==> config.mk <==
export PLATFORM = sky130hd
export DESIGN_NAME = apb_timeout_shim_flat
export DESIGN_NICKNAME = d
export VERILOG_FILES = /design/src/rtl/apb_timeout_shim_if.sv /design/src/rtl/apb_timeout_shim.sv /design/src/flat_wrapper.sv
export SDC_FILE = /design/constraint.sdc
export NUM_CORES = 1
export LEC_CHECK = 0
export CAP_MARGIN = 20
export CORE_MARGIN = 1.5
export CORE_UTILIZATION = 41
export CTS_BUF_LIST = sky130_fd_sc_hd__clkbuf_4 sky130_fd_sc_hd__clkbuf_8
export DETAILED_ROUTE_END_ITERATION = 16
export GPL_TIMING_DRIVEN = 0
export HOLD_SLACK_MARGIN = 0.05
export PLACE_DENSITY = 0.81
export SYNTH_ARGS = -nofsm -noshare
export SYNTH_HDL_FRONTEND = slang
export SYNTH_SLANG_ARGS = --single-unit
==> constraint.sdc <==
create_clock -name clk_i -period 2.45 [get_ports clk_i]
set_input_delay 0.49 -clock clk_i [delete_from_list [all_inputs] [get_ports clk_i]]
set_output_delay 0.49 -clock clk_i [all_outputs]
set_load 0.01 [all_outputs]
==> src/rtl/apb_timeout_shim_if.sv <==
// rtl/apb_timeout_shim_if.sv - APB3 bus bundle with master/slave views for the timeout shim
interface apb_timeout_shim_if #(
  parameter int ADDR_WIDTH = 32,
  parameter int DATA_WIDTH = 32
);
  logic                  psel;
  logic                  penable;
  logic                  pwrite;
  logic [ADDR_WIDTH-1:0] paddr;
  logic [DATA_WIDTH-1:0] pwdata;
  logic [DATA_WIDTH-1:0] prdata;
  logic                  pready;
  logic                  pslverr;

  modport master (
    output psel, penable, pwrite, paddr, pwdata,
    input  prdata, pready, pslverr
  );

  modport slave (
    input  psel, penable, pwrite, paddr, pwdata,
    output prdata, pready, pslverr
  );
endinterface

==> src/rtl/apb_timeout_shim.sv <==
// rtl/apb_timeout_shim.sv - APB3 stall guard re-issuing transfers with PREADY timeout abort (option: APB_TIMEOUT_STATS_EN)
module apb_timeout_shim #(
  parameter int ADDR_WIDTH     = 32,
  parameter int DATA_WIDTH     = 32,
  parameter int TIMEOUT_CYCLES = 256
) (
  input  logic                     clk_i,
  input  logic                     rst_i,
  apb_timeout_shim_if.slave        s_apb,
  apb_timeout_shim_if.master       m_apb,
  output logic                     timeout_o,
  output logic                     busy_o
`ifdef APB_TIMEOUT_STATS_EN
  ,
  output logic [15:0]              timeout_cnt_o
`endif
);

  localparam int CNT_W = $clog2(TIMEOUT_CYCLES + 1);
  localparam logic [CNT_W-1:0] CNT_LAST = CNT_W'(TIMEOUT_CYCLES - 1);
  localparam logic [CNT_W-1:0] CNT_MAX  = CNT_W'(TIMEOUT_CYCLES);

  typedef enum logic [1:0] {IDLE, SETUP, ACCESS, RESP} state_t;

  state_t           state;
  logic [CNT_W-1:0] wait_cnt;
  logic             abort;

  // Last tolerated not-ready ACCESS cycle; a ready on this same cycle still completes normally
  assign abort = (state == ACCESS) && !m_apb.pready && (wait_cnt >= CNT_LAST);

  // Transfer sequencer: every bus-facing output is a register updated here
  always_ff @(posedge clk_i) begin
    if (rst_i) begin
      state          <= IDLE;
      wait_cnt       <= '0;
      m_apb.psel     <= 1'b0;
      m_apb.penable  <= 1'b0;
      m_apb.pwrite   <= 1'b0;
      m_apb.paddr    <= '0;
      m_apb.pwdata   <= '0;
      s_apb.prdata   <= '0;
      s_apb.pready   <= 1'b0;
      s_apb.pslverr  <= 1'b0;
      timeout_o      <= 1'b0;
      busy_o         <= 1'b0;
    end else begin
      timeout_o <= 1'b0;
      case (state)
        IDLE: begin
          if (s_apb.psel && !s_apb.penable) begin
            m_apb.pwrite  <= s_apb.pwrite;
            m_apb.paddr   <= s_apb.paddr;
            m_apb.pwdata  <= s_apb.pwdata;
            m_apb.psel    <= 1'b1;
            m_apb.penable <= 1'b0;
            busy_o        <= 1'b1;
            state         <= SETUP;
          end
        end
        SETUP: begin
          m_apb.penable <= 1'b1;
          wait_cnt      <= '0;
          state         <= ACCESS;
        end
        ACCESS: begin
          if (m_apb.pready) begin
            s_apb.prdata  <= m_apb.pwrite ? '0 : m_apb.prdata;
            s_apb.pslverr <= m_apb.pslverr;
            s_apb.pready  <= 1'b1;
            m_apb.psel    <= 1'b0;
            m_apb.penable <= 1'b0;
            state         <= RESP;
          end else begin
            // Saturate rather than wrap so a stuck count can never look "fresh"
            if (wait_cnt != CNT_MAX) begin
              wait_cnt <= wait_cnt + 1'b1;
            end
            if (abort) begin
              // Release the hung slave and answer upstream with an error
              s_apb.prdata  <= '0;
              s_apb.pslverr <= 1'b1;
              s_apb.pready  <= 1'b1;
              m_apb.psel    <= 1'b0;
              m_apb.penable <= 1'b0;
              timeout_o     <= 1'b1;
              state         <= RESP;
            end
          end
        end
        RESP: begin
          s_apb.pready <= 1'b0;
          busy_o       <= 1'b0;
          state        <= IDLE;
        end
        default: begin
          state <= IDLE;
        end
      endcase
    end
  end

`ifdef APB_TIMEOUT_STATS_EN
  logic [15:0] stat_cnt;

  // Abort statistics: steps together with the timeout_o pulse, sticks at all-ones
  always_ff @(posedge clk_i) begin
    if (rst_i) begin
      stat_cnt <= '0;
    end else if (abort && (stat_cnt != 16'hFFFF)) begin
      stat_cnt <= stat_cnt + 16'd1;
    end
  end

  assign timeout_cnt_o = stat_cnt;
`endif

endmodule
==> src/flat_wrapper.sv <==
// flat-port wrapper written by rule: the top's interface ports become plain ports
module apb_timeout_shim_flat 
#(
  parameter int ADDR_WIDTH     = 32,
  parameter int DATA_WIDTH     = 32,
  parameter int TIMEOUT_CYCLES = 256
)
  (clk_i, rst_i, timeout_o, busy_o, s_apb_psel, s_apb_penable, s_apb_pwrite, s_apb_paddr, s_apb_pwdata, s_apb_prdata, s_apb_pready, s_apb_pslverr, m_apb_psel, m_apb_penable, m_apb_pwrite, m_apb_paddr, m_apb_pwdata, m_apb_prdata, m_apb_pready, m_apb_pslverr);
  apb_timeout_shim_if #(.ADDR_WIDTH(ADDR_WIDTH), .DATA_WIDTH(DATA_WIDTH)) s_apb_i ();
  apb_timeout_shim_if #(.ADDR_WIDTH(ADDR_WIDTH), .DATA_WIDTH(DATA_WIDTH)) m_apb_i ();
  input  logic clk_i;
  input  logic rst_i;
  output logic timeout_o;
  output logic busy_o;
  input wire logic [$bits(s_apb_i.psel)-1:0] s_apb_psel;
  input wire logic [$bits(s_apb_i.penable)-1:0] s_apb_penable;
  input wire logic [$bits(s_apb_i.pwrite)-1:0] s_apb_pwrite;
  input wire logic [$bits(s_apb_i.paddr)-1:0] s_apb_paddr;
  input wire logic [$bits(s_apb_i.pwdata)-1:0] s_apb_pwdata;
  output wire logic [$bits(s_apb_i.prdata)-1:0] s_apb_prdata;
  output wire logic [$bits(s_apb_i.pready)-1:0] s_apb_pready;
  output wire logic [$bits(s_apb_i.pslverr)-1:0] s_apb_pslverr;
  output wire logic [$bits(m_apb_i.psel)-1:0] m_apb_psel;
  output wire logic [$bits(m_apb_i.penable)-1:0] m_apb_penable;
  output wire logic [$bits(m_apb_i.pwrite)-1:0] m_apb_pwrite;
  output wire logic [$bits(m_apb_i.paddr)-1:0] m_apb_paddr;
  output wire logic [$bits(m_apb_i.pwdata)-1:0] m_apb_pwdata;
  input wire logic [$bits(m_apb_i.prdata)-1:0] m_apb_prdata;
  input wire logic [$bits(m_apb_i.pready)-1:0] m_apb_pready;
  input wire logic [$bits(m_apb_i.pslverr)-1:0] m_apb_pslverr;
  assign s_apb_i.psel = s_apb_psel;
  assign s_apb_i.penable = s_apb_penable;
  assign s_apb_i.pwrite = s_apb_pwrite;
  assign s_apb_i.paddr = s_apb_paddr;
  assign s_apb_i.pwdata = s_apb_pwdata;
  assign s_apb_prdata = s_apb_i.prdata;
  assign s_apb_pready = s_apb_i.pready;
  assign s_apb_pslverr = s_apb_i.pslverr;
  assign m_apb_psel = m_apb_i.psel;
  assign m_apb_penable = m_apb_i.penable;
  assign m_apb_pwrite = m_apb_i.pwrite;
  assign m_apb_paddr = m_apb_i.paddr;
  assign m_apb_pwdata = m_apb_i.pwdata;
  assign m_apb_i.prdata = m_apb_prdata;
  assign m_apb_i.pready = m_apb_pready;
  assign m_apb_i.pslverr = m_apb_pslverr;
  apb_timeout_shim #(.ADDR_WIDTH(ADDR_WIDTH), .DATA_WIDTH(DATA_WIDTH), .TIMEOUT_CYCLES(TIMEOUT_CYCLES)) u_core (.clk_i(clk_i), .rst_i(rst_i), .s_apb(s_apb_i), .m_apb(m_apb_i), .timeout_o(timeout_o), .busy_o(busy_o));
endmodule
==> qor.log <==
qor: clock_network.cts_root_buf clkbuf_8
qor: global_route.vias_in_the_first_global_route 3874
qor: clock_network.cts-buffers-inserted 17
qor: synthesis.yosys_warnings 0
qor: power.ir_drop 0.429 mV
qor: die.coreArea 0.00973 mm^2
qor: clock_network.clk_path_buf_depth 2
qor: timing.timing.slew.headroom 61.7%
qor: setup_path.critical-path-slowest-cell dfxtp_1
qor: timing.tightestPinTransition 0.575 ns
qor: clock_network.cts_tree done
qor: setup_path.reg2reg_slack 0.22 ns
qor: setup_path.r2r_cells 8
qor: die.ioPinCount 206
qor: synthesis.synth.net_count 575
qor: drt.drt_wirelength 12500 um
qor: timing.layout_worst_path_cycle_share 91.0%
qor: placement.io_buffer_count 205
qor: final_layout.num-fill-cells 783
qor: setup_path.cp-start-kind flop
qor: synthesis.synth.cell_area 0.00411 mm^2
qor: power.p_leak 2.49 nW
qor: setup_path.critical_path.reg2reg.startpoint u_core.wait_cnt[0]$_SDFFE_PP0P_
qor: drt.drt_first_pass_iters 6
qor: hold_path.hold_path_startpoint u_core.m_apb.paddr[2]$_SDFFE_PP0P_
qor: placement.post-place-cells 802
qor: setup_path.critical_path.top_delay_family compound AO/OA/AOI/OAI gates
qor: drt.postRouteAntennaNets 0
qor: timing.endpoints_failing_hold 0
qor: synthesis.synth.yosys.seq_area_share 55.5%
qor: setup_path.r2r_end u_core.s_apb.prdata[20]$_SDFFE_PP0P_
qor: global_route.global_route.usage.total 23.1%
qor: setup_path.critical_path_rt 2.82 ns
qor: timing.drv_slew 0
qor: timing.grt_setup_unrepaired no
qor: clock_network.post_cts_resize_count 0
qor: setup_path.setup.worst_path.class flop to flop
qor: power.powerDensity 783 mW/mm^2
qor: final_layout.layoutNonFillerInstCount 834
qor: placement.gp_routability_congestion 0.828
qor: drt.route.detailed.vias_per_inst 4.85
qor: flow_run.maxCapViolations 0
qor: die.die-width 103 um
qor: global_route.grt_start_max_net_pins 17
qor: final_layout.drive_above_1_share 6.70%
qor: clock_network.postCtsHoldBufs 0
qor: synthesis.syn_inst 464
qor: clock_network.worst_skew_pair.late_latency 0.42 ns
qor: die.die_area 0.0106 mm^2
qor: clock_network.clkSinkCount 114
qor: global_route.grt-ovfl-total 0
qor: drt.avgRoutedWirePerCell 15.0 um
qor: synthesis.postSynth.asyncResetShare 0%
qor: final_layout.finalInstanceArea 0.00679 mm^2
qor: hold_path.holdPathStages 2
qor: final_layout.antennaDiodeCount 0
qor: die.starting_density_of_the_core 42.3%
qor: setup_path.critical_path_arrival 2.59 ns
qor: setup_path.timing.critical_path.fanout_max 10
qor: placement.placedInstanceArea 0.00633 mm^2
qor: setup_path.crit_chain ha_1 > and4_1 > ha_1 > nor3_1 > o21ai_2 > a21oi_2 > buf_2 > a22o_1
qor: setup_path.worst_path_largest_cell_delay 0.37 ns
qor: final_layout.final_util 69.8%
qor: clock_network.post-cts-setup-buffers 0
qor: timing.setup-violations-final 0
qor: setup_path.crit_path_frequent_cell ha_1
qor: synthesis.synth_cell_types 36
qor: final_layout.layout.cells.most_common_list clkdlybuf4s50_1 (205), nand2_1 (142), dfxtp_1 (114), a21oi_1 (72), a22o_1 (32)
qor: drt.detailroute.via_count 4041
qor: timing.period_minus_slack 2.23 ns
qor: setup_path.setup.worst_path.end_class flop
qor: hold_path.hold-path-endpoint u_core.m_apb.paddr[2]$_SDFFE_PP0P_
qor: clock_network.clkSlewWorstSetupHoldPaths 0.07 ns
qor: placement.place_hpwl 9430 um
qor: run_status.outcome complete, no violations
qor: global_route.global_route_wire_length_before_repair 18700 um
qor: synthesis.ys_seq_elements 114
qor: setup_path.path_buf_inv 1
qor: synthesis.synth-main-ff-cell dfxtp_1
qor: global_route.grt_antenna_before_repair 0
qor: synthesis.synth_edf_count 0
qor: timing.fin_worst_skew 0.0143 ns
qor: drt.first_iter_violations 116
qor: timing.clock.fmax 449 MHz
qor: hold_path.holdCritPathClass flop to flop
qor: synthesis.avgSynthCellArea 8.86 um^2
qor: clock_network.clock_tree.htree_level_count 4
qor: die.die_height 103 um
qor: final_layout.most_common_library_cell_in_the_layout_ignoring_fill_and_taps clkdlybuf4s50_1
qor: die.num_rows 36
qor: timing.timing.setup.tns 0 ns
qor: final_layout.synthToLayoutAreaGrowth 65.1%
qor: final_layout.final_net_count 799
qor: drt.drt_drc_violations_left 0
[worst max-delay path by stage]
stage / startpoint / to / slack (ns) / cells after the start
floorplan: u_core.wait_cnt[0]$_SDFFE_PP0P_ / u_core.s_apb.prdata[10]$_SDFFE_PP0P_ / 0.57 / 8
global placement: rst_i / u_core.timeout_o$_SDFF_PP0_ / 0.22 / 4
detailed placement: m_apb_pready / u_core.s_apb.prdata[7]$_SDFFE_PP0P_ / 0.17 / 5
CTS: u_core.wait_cnt[0]$_SDFFE_PP0P_ / u_core.s_apb.prdata[20]$_SDFFE_PP0P_ / 0.23 / 8
global route: u_core.wait_cnt[0]$_SDFFE_PP0P_ / u_core.s_apb.prdata[18]$_SDFFE_PP0P_ / 0.04 / 8
finish: u_core.wait_cnt[0]$_SDFFE_PP0P_ / u_core.s_apb.prdata[20]$_SDFFE_PP0P_ / 0.22 / 8
[where the power goes]
group,switching [mW],internal [mW]
sequential,0.102,2.03
combinational,0.561,0.607
clock,0.772,1.24
[logic make-up (layout without fill, tap and decap cells)]
kind of cell	after synthesis	in the layout	synth area share, %
adders and majority gates	8	8	2.43
and+or+nand+nor	179	179	18.2
AOI/OAI and AO/OA	120	120	18.8
xor gates and xnor gates	5	5	1.07
buffers and inverters	36	273	3.56
DFF	114	114	55.5
muxes	2	2	0.487
[metrics by stage]
step | worst slack, ns | total power, mW | hold slack, ns
final | 0.221 | 5.31 | 0.453
after global routing | 0.0393 | 5.56 | 0.474
after CTS | 0.230 | 5.35 | 0.458
after detailed placement | 0.168 | 3.34 | 0.447
after global placement | 0.215 | 3.30 | 0.441
after floorplan | 0.566 | 2.70 | 0.468
[synthesized netlist by cell type (3+ instances only)]
library cell,instances,area [um^2]
a211oi_1,3,22.5
a21oi_1,72,360
a22o_1,32,280
buf_1,7,26.3
buf_2,9,45.0
clkbuf_1,13,48.8
dfxtp_1,114,2280
ha_1,8,100
inv_1,7,26.3
nand2_1,142,533
nand2b_1,4,25.0
nand3_1,4,20.0
nand4_1,4,25.0
nor2_1,11,41.3
nor3_1,5,25.0
o21a_1,3,22.5
xor2_1,3,26.3
[final cells by class]
cell class	count	area (um^2)	share of cell area (%)
Buffer	29	120	1.77
Clock buffer	19	249	3.67
Timing Repair Buffer	205	2050	30.2
Inverter	7	26.3	0.387
Clock inverter	13	208	3.06
Sequential cell	114	2280	33.6
Tap cell	133	166	2.45
Multi-Input combinational cell	314	1680	24.8
[flip-flops by register name, summed over array words and instances (netlist names)]
signal	count
u_core.wait_cnt	9
u_core.m_apb.psel	1
u_core.state	2
u_core.m_apb.pwrite	1
u_core.m_apb.penable	1
u_core.m_apb.paddr	32
u_core.s_apb.pready	1
u_core.timeout_o	1
u_core.m_apb.pwdata	32
u_core.s_apb.prdata	32
u_core.busy_o	1
u_core.s_apb.pslverr	1
[worst register-to-register path, cell delays in order, from the launching register on]
cell and delay (ns):
dfxtp_1 0.37, ha_1 0.28, and4_1 0.22, ha_1 0.19, nor3_1 0.26, o21ai_2 0.16
a21oi_2 0.26, buf_2 0.27, a22o_1 0.18
[layer usage]
metal	routed length [um]	up-vias	GRT usage, %
met5	0	-	0
met4	313	0	10.1
met3	831	21	7.05
met2	6380	133	39.7
met1	5020	1866	26.5
li1	-	2021	-
Power figures use the tool's default switching activity.
